`src/rtl/irq_service_sequencer_if.sv`:
```
// CPU-side bundle for irq_service_sequencer: interrupt lines, config writes,
// and the request/ack/vector/eoi handshake.
interface irq_service_sequencer_if #(
   parameter int N_IRQ  = 4,
   parameter int PRIO_W = 2,
   parameter int VEC_W  = 8
);
   logic [N_IRQ-1:0]        irq_in;
   logic                    mask_wr;
   logic [N_IRQ-1:0]        mask_data;
   logic                    prio_wr;
   logic [N_IRQ*PRIO_W-1:0] prio_data;
   logic                    int_ack;
   logic                    eoi;
   logic                    int_req;
   logic [VEC_W-1:0]        vec_out;
   logic                    vec_valid;
   logic [N_IRQ-1:0]        in_service;
   logic [N_IRQ-1:0]        pending;

   // Handshake: int_req stays high until a one-cycle int_ack. Acks land on the
   // current winner, and vec_valid pulses the following cycle. The source then
   // stays in service until a one-cycle eoi. Stray ack/eoi pulses are ignored.
   modport master (
      output irq_in, mask_wr, mask_data, prio_wr, prio_data, int_ack, eoi,
      input  int_req, vec_out, vec_valid, in_service, pending
   );
   modport slave (
      input  irq_in, mask_wr, mask_data, prio_wr, prio_data, int_ack, eoi,
      output int_req, vec_out, vec_valid, in_service, pending
   );
endinterface

```
`src/rtl/irq_service_sequencer.sv`:
```
// Vectored interrupt sequencer: edge-latched, masked, priority-arbitrated requests.
// Optional macro IRQ_ACK_TIMEOUT_EN abandons an unacknowledged request after ACK_TIMEOUT cycles.
module irq_service_sequencer #(
   parameter int                N_IRQ       = 4,
   parameter int                PRIO_W      = 2,
   parameter int                VEC_W       = 8,
`ifdef IRQ_ACK_TIMEOUT_EN
   parameter int                ACK_TIMEOUT = 16,
`endif
   parameter logic [VEC_W-1:0]  VEC_BASE    = 'h40
) (
   input  logic                           clk,
   input  logic                           rst,
   irq_service_sequencer_if.slave         bus,
   output logic [1:0]                     o_dbg_state
);
   localparam int IDX_W = (N_IRQ > 1) ? $clog2(N_IRQ) : 1;

   typedef enum logic [1:0] {
      S_IDLE    = 2'd0,
      S_REQ     = 2'd1,
      S_VEC     = 2'd2,
      S_SERVICE = 2'd3
   } state_t;

   state_t                  r_state, w_next_state;
   logic [N_IRQ-1:0]        r_irq_d, r_pending, r_mask, r_in_service;
   logic [N_IRQ*PRIO_W-1:0] r_prio;
   logic [VEC_W-1:0]        r_vec_out;
   logic                    r_vec_valid, r_int_req;

   logic [N_IRQ-1:0]        w_eligible, w_rise, w_clr, w_win_onehot;
   logic [IDX_W-1:0]        w_winner;
   logic [PRIO_W-1:0]       w_best_prio;
   logic                    w_found, w_ack_fire, w_timeout;

   function automatic logic [N_IRQ*PRIO_W-1:0] default_prio();
      logic [N_IRQ*PRIO_W-1:0] p;
      p = '0;
      for (int i = 0; i < N_IRQ; i++) p[i*PRIO_W +: PRIO_W] = PRIO_W'(i);
      return p;
   endfunction

   assign w_eligible = r_pending & ~r_mask;
   assign w_rise     = bus.irq_in & ~r_irq_d;

   // Ascending scan with strict '>' leaves ties with the lowest index.
   always_comb begin
      w_found     = 1'b0;
      w_best_prio = '0;
      w_winner    = '0;
      for (int i = 0; i < N_IRQ; i++) begin
         if (w_eligible[i] && (!w_found || (r_prio[i*PRIO_W +: PRIO_W] > w_best_prio))) begin
            w_found     = 1'b1;
            w_best_prio = r_prio[i*PRIO_W +: PRIO_W];
            w_winner    = IDX_W'(i);
         end
      end
   end

   assign w_win_onehot = N_IRQ'(1) << w_winner;
   assign w_ack_fire   = (r_state == S_REQ) && bus.int_ack && w_found;
   assign w_clr        = w_ack_fire ? w_win_onehot : '0;

`ifdef IRQ_ACK_TIMEOUT_EN
   localparam int CNT_W = $clog2(ACK_TIMEOUT + 1);
   logic [CNT_W-1:0] r_to_cnt;

   always_ff @(posedge clk) begin
      if (rst || (r_state != S_REQ)) r_to_cnt <= '0;
      else                           r_to_cnt <= r_to_cnt + 1'b1;
   end

   // Counter holds the number of REQ cycles already spent, so REQ lasts ACK_TIMEOUT cycles.
   assign w_timeout = (r_state == S_REQ) && (r_to_cnt == CNT_W'(ACK_TIMEOUT - 1));
`else
   assign w_timeout = 1'b0;
`endif

   always_comb begin
      w_next_state = r_state;
      case (r_state)
         S_IDLE:    if (|w_eligible) w_next_state = S_REQ;
         S_REQ: begin
            if (w_ack_fire)        w_next_state = S_VEC;
            else if (!w_found)     w_next_state = S_IDLE;
            else if (w_timeout)    w_next_state = S_IDLE;
         end
         S_VEC:     w_next_state = S_SERVICE;
         S_SERVICE: if (bus.eoi) w_next_state = S_IDLE;
         default:   w_next_state = S_IDLE;
      endcase
   end

   always_ff @(posedge clk) begin
      if (rst) begin
         r_state      <= S_IDLE;
         r_irq_d      <= '0;
         r_pending    <= '0;
         r_mask       <= '0;
         r_prio       <= default_prio();
         r_in_service <= '0;
         r_vec_out    <= '0;
         r_vec_valid  <= 1'b0;
         r_int_req    <= 1'b0;
      end else begin
         r_state     <= w_next_state;
         r_irq_d     <= bus.irq_in;
         r_pending   <= (r_pending & ~w_clr) | w_rise;
         r_int_req   <= (w_next_state == S_REQ);
         r_vec_valid <= (w_next_state == S_VEC);
         if (bus.mask_wr) r_mask <= bus.mask_data;
         if (bus.prio_wr) r_prio <= bus.prio_data;
         if (w_ack_fire) begin
            r_in_service <= w_win_onehot;
            r_vec_out    <= VEC_BASE + VEC_W'(w_winner);
         end else if ((r_state == S_SERVICE) && bus.eoi) begin
            r_in_service <= '0;
         end
      end
   end

   assign bus.int_req    = r_int_req;
   assign bus.vec_out    = r_vec_out;
   assign bus.vec_valid  = r_vec_valid;
   assign bus.in_service = r_in_service;
   assign bus.pending    = r_pending;
   assign o_dbg_state    = r_state;
endmodule

```
`src/flat_wrapper.sv`:
```
// flat-port wrapper written by rule: the top's interface ports become plain ports
module irq_service_sequencer_flat 
#(
   parameter int                N_IRQ       = 4,
   parameter int                PRIO_W      = 2,
   parameter int                VEC_W       = 8,

   parameter logic [VEC_W-1:0]  VEC_BASE    = 'h40
)
  (clk, rst, o_dbg_state, bus_irq_in, bus_mask_wr, bus_mask_data, bus_prio_wr, bus_prio_data, bus_int_ack, bus_eoi, bus_int_req, bus_vec_out, bus_vec_valid, bus_in_service, bus_pending);
  irq_service_sequencer_if #(.N_IRQ(N_IRQ), .PRIO_W(PRIO_W), .VEC_W(VEC_W)) bus_i ();
  input  logic clk;
  input  logic rst;
  output logic [1:0] o_dbg_state;
  input wire logic [$bits(bus_i.irq_in)-1:0] bus_irq_in;
  input wire logic [$bits(bus_i.mask_wr)-1:0] bus_mask_wr;
  input wire logic [$bits(bus_i.mask_data)-1:0] bus_mask_data;
  input wire logic [$bits(bus_i.prio_wr)-1:0] bus_prio_wr;
  input wire logic [$bits(bus_i.prio_data)-1:0] bus_prio_data;
  input wire logic [$bits(bus_i.int_ack)-1:0] bus_int_ack;
  input wire logic [$bits(bus_i.eoi)-1:0] bus_eoi;
  output wire logic [$bits(bus_i.int_req)-1:0] bus_int_req;
  output wire logic [$bits(bus_i.vec_out)-1:0] bus_vec_out;
  output wire logic [$bits(bus_i.vec_valid)-1:0] bus_vec_valid;
  output wire logic [$bits(bus_i.in_service)-1:0] bus_in_service;
  output wire logic [$bits(bus_i.pending)-1:0] bus_pending;
  assign bus_i.irq_in = bus_irq_in;
  assign bus_i.mask_wr = bus_mask_wr;
  assign bus_i.mask_data = bus_mask_data;
  assign bus_i.prio_wr = bus_prio_wr;
  assign bus_i.prio_data = bus_prio_data;
  assign bus_i.int_ack = bus_int_ack;
  assign bus_i.eoi = bus_eoi;
  assign bus_int_req = bus_i.int_req;
  assign bus_vec_out = bus_i.vec_out;
  assign bus_vec_valid = bus_i.vec_valid;
  assign bus_in_service = bus_i.in_service;
  assign bus_pending = bus_i.pending;
  irq_service_sequencer #(.N_IRQ(N_IRQ), .PRIO_W(PRIO_W), .VEC_W(VEC_W), .VEC_BASE(VEC_BASE)) u_core (.clk(clk), .rst(rst), .bus(bus_i), .o_dbg_state(o_dbg_state));
endmodule
```
`config.mk`:
```
export PLATFORM = sky130hd
export DESIGN_NAME = irq_service_sequencer_flat
export DESIGN_NICKNAME = d
export VERILOG_FILES = /design/src/rtl/irq_service_sequencer_if.sv /design/src/rtl/irq_service_sequencer.sv /design/src/flat_wrapper.sv
export SDC_FILE = /design/constraint.sdc
export NUM_CORES = 1
export LEC_CHECK = 0
export CELL_PAD_IN_SITES_DETAIL_PLACEMENT = 2
export CELL_PAD_IN_SITES_GLOBAL_PLACEMENT = 2
export CORE_UTILIZATION = 27
export DETAILED_ROUTE_END_ITERATION = 10
export PLACE_DENSITY_LB_ADDON = 0.1
export SYNTH_ARGS = -nofsm -noshare
export SYNTH_HDL_FRONTEND = slang
export SYNTH_SLANG_ARGS = --single-unit
```
`constraint.sdc`:
```
create_clock -name clk -period 4.6 [get_ports clk]
set_clock_uncertainty 0.1 [all_clocks]
set_input_delay 0.69 -clock clk [delete_from_list [all_inputs] [get_ports clk]]
set_output_delay 0.69 -clock clk [all_outputs]
set_load 0.02 [all_outputs]
```
==> impl_metrics.yaml <==
routing:
  drc_errors: 0
  drt_iter0_markers: 21
  ant_nets: 0
  drt_first_pass_iters: 4
  vias: 1297
  wl_per_cell_um: 15.7
  routed_wl_mm: 4.25
  viasPerCell: 4.80
timing:
  slew_headroom: 0.483
  fin_crit_sh: 0.893
  rsz0062_at_grt: "no"
  holdWs_ns: 0.386
  fin_tns_setup_ns: 0
  setup_viol: 0
  worst_pin_slew_ns: 0.773
  period_minus_slack_ns: 4.11
  slew_viol_final: 0
  fmax_ghz: 0.243
  finalHoldViolations: 0
die:
  core_um2: 5170
  die_width_um: 75.8
  dieHeight_um: 75.8
  rows: 26
  io_pins: 42
  initial_core_util: 0.284
  dieArea_um2: 5740
cts:
  cts.repair.resized: 0
  cts-root-buf: "clkbuf_8"
  post_cts.repair.setup_buffers: 0
  cts_buffer_depth: 2
  worstSkewPairLatency_ns: 0.29
  numCtsBuffers: 5
  ctsHoldBuffers: 0
  clk_pin_slew_worst_paths_ns: 0.07
  htree_levels: 2
  cts.sink_count: 31
  cts_tree: "yes"
placement:
  port_buffers: 36
  dp_hpwl_mm: 3.35
  gp_routability_congestion: 0.770
  dp_cells: 262
power:
  p_sw_w: 0.000211
  leakage_nw: 0.814
  power_density_nw_per_um2: 378
  p_clk_frac: 0.376
  p_sw_frac: 0.282
  p_seq_frac: 0.405
  irDropWorstVdd_v: 0.000148
  comb_power_share: 0.219
  internal_power_w: 0.000539
  total_power_w: 0.000750
yosys:
  synth_top_area_share: 0.422
  ys_ff_latch: 31
  avgSynthCellArea_um2: 9.02
  synth_warnings: 0
  synth_area_um2: 1470
  synthCells: 163
  synth_top_area_cell: "dfxtp_1"
  yosysSeqAreaShare: 0.422
  synth.distinct_cells: 38
  synth.area.top_cells: "dfxtp_1 42%, mux2i_1 6.8%, ha_1 5.1%"
flow_run:
  drv_cap: 0
global_routing:
  grt_usage: 0.165
  first_global_vias: 1355
  grt_antenna_before_repair: 0
  grt_pass1_wl_mm: 6.61
  grt_overflow: 0
  grt_max_degree: 21
critical_path:
  worstSetupStartpointType: "flop"
  cp-end-kind: "flop"
  arrival_ns: 4.19
  worst-setup-path-type: "reg2reg"
  worstPathRequired_ns: 4.68
  critical_path.max_fanout: 6
final_layout:
  fillers: 589
  diodes: 0
  final_nets: 227
  layout-drive-gt1-share: 0.0650
  area_growth_pct: 35.1
  fin_cells: 270
hold_path:
  hold_class: "reg2reg"
outcome:
  status: "complete, no violations"
[critical path, cell delays in order (launching register included)]
cell and delay, ns:
dfxtp_1 0.36, nor2b_1 0.27, nand2_1 0.11, ha_1 0.30, nor2b_1 0.15, o211ai_1 0.22
nand3_1 0.14, and2_1 0.19, ha_1 0.28, nor2b_1 0.17, o211ai_2 0.14, and2_1 0.24
a31o_1 0.20, ha_1 0.29, nor2b_1 0.16, o21ai_0 0.12, a211o_1 0.34, a31o_1 0.22
[cell usage in the layout (no fill, tap or decap), drive strengths merged, types with 6 or more instances in the layout]
master / synthesis / layout
a21oi: 9 / 9
clkbuf: 2 / 6
clkdlybuf4s50: 0 / 36
dfxtp: 31 / 31
ha: 6 / 6
mux2i: 10 / 10
nand2: 14 / 14
nand3: 9 / 9
nor2: 13 / 13
nor2b: 12 / 12
o211ai: 6 / 6
o21ai: 8 / 8
[area by class of cell]
cell class	count	area, um^2	share of cell area
multi-input combinational	121	786	0.395
sequential	31	621	0.312
timing repair buffer	36	360	0.181
tap	70	87.6	0.0441
clock buffer	6	82.6	0.0416
clock inverter	2	35.0	0.0176
inverter	4	15.0	0.00756
[per-stage QoR]
stage | setup slack [ns] | cell area (um^2) | utilization
finish | 0.492 | 1990 | 0.384
global route | 0.211 | 1990 | 0.384
CTS | 0.459 | 1990 | 0.384
detailed placement | 0.514 | 1870 | 0.361
global placement | 0.712 | 1870 | 0.361
floorplan | 0.781 | 1490 | -
[metal layers]
metal  GRT usage  wire [um]  vias up
li1            -          -      639
met1       0.174       1810      623
met2       0.302       2190       30
met3      0.0582        197        5
met4      0.0556         51        0
met5           0          0        -
[synth_stat cells]
cell	instances
nand2b_2	1
a2bb2oi_1	1
buf_2	3
and2b_1	1
nand3_2	1
o211ai_1	5
nand3b_4	1
o21ai_0	3
nand2b_1	4
nor2_1	13
a31o_1	2
a21oi_1	9
clkbuf_1	2
o311a_1	1
buf_4	5
o211a_1	1
ha_1	6
o21ai_1	5
and2_2	1
inv_1	4
dfxtp_1	31
conb_1	1
nor4_1	1
nand3_1	8
o211ai_2	1
nor3b_1	1
buf_1	1
nor2b_1	12
a2111oi_0	1
a211o_1	1
mux2i_1	10
nand2_1	14
a41oi_1	1
a41o_1	2
and2_1	3
a31oi_1	4
nor3_1	1
and3_1	1
[power by group through the flow]
stage,combinational (W),sequential [W],clock (W)
final,0.000164,0.000304,0.000282
after detailed placement,0.000165,0.000311,0
after floorplan,0.0000898,0.000320,0
after CTS,0.000167,0.000304,0.000289
after global routing,0.000182,0.000307,0.000301
after global placement,0.000158,0.000309,0
[registers in the layout (all words and copies together) (netlist names)]
name / count
u_core.bus.in_service: 4
u_core.bus.int_req: 1
u_core.bus.vec_out: 3
u_core.bus.pending: 4
u_core.r_mask: 4
u_core.bus.vec_valid: 1
u_core.r_irq_d: 4
u_core.o_dbg_state: 2
u_core.r_prio: 8
[final timing paths]
| check | start | to | slack, ns | cells past startpoint |
|---|---|---|---|---|
| hold reg to reg | u_core.bus.in_service[3] | u_core.bus.in_service[3] | 0.39 | 2 |
| setup / recovery | u_core.bus.pending[0] | u_core.bus.pending[3] | 0.49 | 17 |
| setup reg to reg | u_core.bus.pending[0] | u_core.bus.pending[3] | 0.49 | 17 |
| hold / removal | u_core.bus.in_service[3] | u_core.bus.in_service[3] | 0.39 | 2 |
[cells by family (layout without fill, tap and decap cells)]
kind of cell | count (synthesis) | after routing | synth area share
adders and majority gates | 6 | 6 | 0.0511
DFF | 31 | 31 | 0.422
and+or+nand+nor | 63 | 63 | 0.231
muxes | 10 | 10 | 0.0681
AOI/OAI and AO/OA | 37 | 37 | 0.172
other | 1 | 5 | 0.00255
buffers and inverters | 15 | 48 | 0.0536
No activity file was read; power rests on OpenSTA's default activity.
